$ cat config.mk
export PLATFORM = sky130hd
export DESIGN_NAME = fifo_rd_stream
export DESIGN_NICKNAME = d
export VERILOG_FILES = /design/src/rtl/fifo_rd_stream.sv
export SDC_FILE = /design/constraint.sdc
export NUM_CORES = 1
export LEC_CHECK = 0
export CELL_PAD_IN_SITES_DETAIL_PLACEMENT = 0
export CELL_PAD_IN_SITES_GLOBAL_PLACEMENT = 2
export CORE_MARGIN = 3
export CORE_UTILIZATION = 33
export DETAILED_ROUTE_END_ITERATION = 8
export PLACE_DENSITY_LB_ADDON = 0.15
export SLEW_MARGIN = 20
export SYNTH_ARGS = -nofsm -noshare
export SYNTH_HDL_FRONTEND = slang
export SYNTH_SLANG_ARGS = --single-unit
$ cat constraint.sdc
create_clock -name i_rclk -period 2.45 [get_ports i_rclk]
set_input_delay 0.49 -clock i_rclk [delete_from_list [all_inputs] [get_ports i_rclk]]
set_output_delay 0.49 -clock i_rclk [all_outputs]
set_load 0.005 [all_outputs]
$ cat src/rtl/fifo_rd_stream.sv
// Purpose : turns the FIFO pop interface (rd_en/empty, data one cycle after rd_en) into a valid/ready stream.
// Latency : o_rd_en in cycle N gives o_valid/o_data in cycle N+2 when the buffer starts empty; one beat per cycle sustained.
// Backpres: 2-entry skid buffer; pops stop once buffered + in-flight words would exceed 2, so the FIFO is never over-read.
//
// Ports:
//   i_rclk, i_rrst_n       read-domain clock, asynchronous active-low reset
//   o_rd_en                FIFO pop request (combinational, gated off during reset)
//   i_empty, i_rdata       FIFO empty flag and read data (data valid the cycle after o_rd_en)
//   o_valid, o_data        stream beat and data, taken from the head of the buffer
//   i_ready                sink accepts the beat when o_valid & i_ready
//   o_beat_cnt             16-bit accepted-beat counter, present only when FIFO_RDSTREAM_CNT_EN is defined
module fifo_rd_stream #(
    parameter int DATA_WIDTH = 8
) (
    input  logic                  i_rclk,
    input  logic                  i_rrst_n,
    output logic                  o_rd_en,
    input  logic                  i_empty,
    input  logic [DATA_WIDTH-1:0] i_rdata,
    output logic                  o_valid,
    output logic [DATA_WIDTH-1:0] o_data,
    input  logic                  i_ready
`ifdef FIFO_RDSTREAM_CNT_EN
    ,
    output logic [15:0]           o_beat_cnt
`endif
);

    logic [1:0]            occ_q;
    logic [1:0]            occ_d;
    logic                  inflight_q;
    logic                  head_q;
    logic                  head_d;
    logic                  tail_q;
    logic                  tail_d;
    logic [DATA_WIDTH-1:0] slot_q [2];
    logic                  pop;
    logic [2:0]            occ_sum;

    assign pop = o_valid & i_ready;

    // Words that will still be held after this edge. Computed one bit wider so the
    // comparison below cannot alias; pop implies occ_q != 0, so no underflow.
    assign occ_sum = {1'b0, occ_q} + {2'b00, inflight_q} - {2'b00, pop};

    // Only pop when the word can land in a free slot next cycle; this is what makes
    // overflow impossible without any explicit full check on the write side.
    assign o_rd_en = i_rrst_n & ~i_empty & (occ_sum < 3'd2);

    always_comb begin
        occ_d  = occ_sum[1:0];
        head_d = pop ? ~head_q : head_q;
        tail_d = inflight_q ? ~tail_q : tail_q;
    end

    always_ff @(posedge i_rclk or negedge i_rrst_n) begin
        if (!i_rrst_n) begin
            occ_q      <= 2'd0;
            inflight_q <= 1'b0;
            head_q     <= 1'b0;
            tail_q     <= 1'b0;
            slot_q[0]  <= '0;
            slot_q[1]  <= '0;
        end else begin
            occ_q      <= occ_d;
            inflight_q <= o_rd_en;
            head_q     <= head_d;
            tail_q     <= tail_d;
            // Returning FIFO data always goes to the tail; a simultaneous pop frees the
            // head slot, which is never the tail slot when occupancy is non-zero.
            if (inflight_q) begin
                slot_q[tail_q] <= i_rdata;
            end
        end
    end

    assign o_valid = (occ_q != 2'd0);
    assign o_data  = slot_q[head_q];

`ifdef FIFO_RDSTREAM_CNT_EN
    logic [15:0] beat_cnt_q;
    logic [15:0] beat_cnt_d;

    // Free-running, wraps naturally at 16 bits.
    assign beat_cnt_d = pop ? beat_cnt_q + 16'd1 : beat_cnt_q;

    always_ff @(posedge i_rclk or negedge i_rrst_n) begin
        if (!i_rrst_n) begin
            beat_cnt_q <= 16'd0;
        end else begin
            beat_cnt_q <= beat_cnt_d;
        end
    end

    assign o_beat_cnt = beat_cnt_q;
`endif

endmodule

==> impl_metrics.py <==
metrics = {
    "synthesis": {
        "netlist_top_cells_count": "mux2_2 (24), dfrtp_1 (21), inv_1 (4)",
        "synth_xor_area_frac": 0.02793,
        "synth_area_leaders": "dfrtp_1 (56%), mux2_2 (29%), ha_1 (2.7%)",
        "syn_inst": 62,
        "syn_area_um2": 940.9,
        "avgSynthCellArea_um2": 15.18,
        "yosysMostFrequentCell": "mux2_2",
        "synthAdderAreaFrac": 0.04787,
        "synth_top_area_share": 0.5585,
        "yosysSeqAreaShare": 0.5585,
        "synth_top_family_by_area": "multiplexers",
        "synth_edf_count": 0,
        "ys_async_sr_fraction": 1.000,
        "synth_top_area_cell": "dfrtp_1",
        "synth_nets": 77,
        "yosys_warnings": 0,
        "yosysUniqueCellTypes": 14,
        "ys_seq_elements": 21,
        "synth-compound-area-share": 0.007979,
        "ys.flop_type": "dfrtp_1",
        "synthSimpleGateAreaFrac": 0.03723,
        "synth_mux_area_frac": 0.2872,
    },
    "clock_network": {
        "cts_buffer_depth": 2,
        "htree_levels": 1,
        "cts_tree": "built",
        "cts-root-buf": "clkbuf_4",
        "path_clk_slew_ps": 110,
        "ctsHoldBuffers": 0,
        "cts_buffers": 3,
        "clk_latency_ps": 290,
        "cts.sinks": 21,
    },
    "timing": {
        "setup_viol": 1,
        "worst_slack_ps": -309.5,
        "rsz0062_at_grt": "yes",
        "relSlewSlack": 0.7094,
        "worst_pin_slew_ps": 435.9,
        "fmax_ghz": 0.3624,
        "skew_ps": 3.303,
        "hold_viol_final": 0,
        "min_period_over_period": 1.126,
        "finalMaxSlewViolations": 0,
        "min_period_ps": 2759,
    },
    "layout": {
        "utilization": 0.5082,
        "drive_above_1_share": 0.4842,
        "final_area_mm2": 0.001316,
        "nNetsFinal": 111,
        "fin_cells": 125,
        "syn_to_final_growth_pct": 39.89,
        "nFillCells": 232,
        "diodes": 0,
    },
    "setup_path": {
        "critPathTopFamily": "adder cells",
        "slowest_delay_ps": 410,
        "r2r_end": "inflight_q$_DFF_PN0_",
        "rrSetupSlack_ps": 190,
        "slowest_stage": "dfrtp_1",
        "crit_chain": "o21a_1 -> ha_1 -> inv_2 -> ha_4 -> fa_2 -> xnor2_2 -> nor4b_4 -> buf_2",
        "r2r-start": "occ_q[1]$_DFF_PN0_",
        "rr_worst_depth": 11,
        "path_buf_inv": 2,
        "start_kind": "flip-flop",
        "cp_max_fo": 2,
        "crit_type": "reg -> out",
        "cp.arrival_ps": 2270,
        "end_kind": "primary output",
        "critical_path_required_ps": 1960,
    },
    "min_path": {
        "min_to": "slot_q[2]$_DFFE_PN0P_",
        "hold_start": "slot_q[2]$_DFFE_PN0P_",
        "hold_depth": 1,
        "hold_path.class": "reg -> reg",
    },
    "floorplanning": {
        "dieArea_mm2": 0.003528,
        "core_mm2": 0.002590,
        "start_util": 0.3633,
        "pin_count": 22,
        "die_x_um": 59.40,
        "die_y_um": 59.40,
        "num_rows": 18,
    },
    "grt": {
        "grtUsageTotal": 0.1150,
        "grt_overflow": 0,
        "grt_pass1_wl_um": 2925,
        "grt_max_degree": 22,
        "grt_pass1_vias": 627,
        "antenna_found_initial": 0,
    },
    "place": {
        "hpwl_um": 1166,
        "io_buffer_count": 21,
        "dp.cells": 117,
        "post_dp_cell_area_mm2": 0.001217,
        "gp_congestion": 0.6818,
    },
    "status": {
        "status": "finished with violations",
        "violations": "setup timing",
    },
    "drt": {
        "vias": 573,
        "wire_per_inst_um": 13.63,
        "drt_first_pass_iters": 2,
        "detail_route.vias_per_cell": 4.584,
        "ant_nets": 0,
        "drc": 0,
        "finalWirelength_um": 1704,
        "drtIter0Drc": 18,
    },
    "power_and_ir_drop": {
        "power_density_mw_per_mm2": 1286,
        "p_leak_nw": 0.5739,
        "finalPower_mw": 1.693,
        "peakVddDrop_v": 0.0007249,
    },
    "job": {
        "maxCapViolCount": 0,
    },
}
## where the power goes
group / switching (mW) / total [mW] / internal [mW]
clock network: 0.0992 / 0.162 / 0.0632
logic: 0.284 / 0.891 / 0.607
registers: 0.117 / 0.639 / 0.522
total: 0.501 / 1.69 / 1.19
## how the worst max path moves through the flow
| stage | depth (start not counted) | startpoint | to |
|---|---|---|---|
| 6_report | 8 | occ_q[1]$_DFF_PN0_ | o_rd_en |
| 5_1_grt | 8 | occ_q[1]$_DFF_PN0_ | o_rd_en |
| 4_1_cts | 8 | occ_q[1]$_DFF_PN0_ | o_rd_en |
| 3_5_place_dp | 9 | i_ready | o_rd_en |
| 3_3_place_gp | 9 | i_ready | o_rd_en |
| 2_1_floorplan | 7 | i_ready | o_rd_en |
## worst reg2reg max path, delay by kind of cell, from the launching register on
kind	cells	cell delay, ps
buf+inv	5	430
simple gates	1	230
flops	1	410
compound gates	1	210
xor+xnor	1	160
fa+ha+maj	3	790
## routing by layer
| layer | vias to the layer above | GRT usage | share of wire |
|---|---|---|---|
| met1 | 280 | 0.1580 | 0.47 |
| met3 | 2 | 0.02832 | 0.057 |
| met4 | 0 | 0.04854 | 0.011 |
| met5 | - | 0 | 0 |
| li1 | 278 | - | - |
| met2 | 13 | 0.1716 | 0.46 |
## cell usage in the layout, fill, tap and decap left out
cell type        synthesis  layout
nor4b_4                  0       1
inv_2                    0       1
inv_1                    4       3
buf_6                    1       3
ha_1                     2       1
mux2_2                  24      24
nor2b_4                  1       1
clkbuf_1                 0       1
clkbuf_4                 0       3
o21a_1                   1       1
or2_2                    1       1
dfrtp_1                 21      21
xnor2_2                  0       1
fa_2                     0       1
xor2_1                   2       2
buf_2                    1       1
clkdlybuf4s50_1          0      19
ha_4                     0       1
nand2_2                  1       1
dlygate4sd2_1            0       1
buf_4                    0       7
## registers in the layout, indices dropped and copies added, names as in the netlist
| register | count |
|---|---|
| slot_q | 16 |
| occ_q | 2 |
| head_q | 1 |
| inflight_q | 1 |
| tail_q | 1 |
## final cells by class
cell class	instances	area (µm²)	share of cell area
Multi-Input combinational cell	35	421.7	0.3203
Tap cell	30	37.54	0.02852
Timing Repair Buffer	31	290.3	0.2205
Clock buffer	4	26.28	0.01996
Sequential cell	21	525.5	0.3992
Inverter	4	15.01	0.01141
## metrics by stage
step	setup TNS (ps)	setup slack, ps	hold slack (ps)
finish	-309.5	-309.5	510.9
global route	-443.8	-443.8	539.8
CTS	-621.6	-424.4	515.6
detailed placement	-1113	-972.8	487.8
global placement	-999.4	-917.8	482.2
floorplan	0	39.63	194.4
## cell families (layout without fill, tap and decap cells)
| group | after synthesis | after routing |
|---|---|---|
| mux | 24 | 24 |
| compound gates | 1 | 1 |
| flops | 21 | 21 |
| xor+xnor | 3 | 3 |
| buf+inv | 6 | 39 |
| simple gates | 4 | 4 |
| fa+ha+maj | 3 | 3 |
## what timing repair did
action / CTS / global route
resized for setup: 16 / 3
pin swaps: 6 / 5
endpoints found under the setup margin: 1 / 2
hold endpoints to repair: 0 / 0
buffers inserted: 8 / 0
No activity file was read; power rests on OpenSTA's default activity.
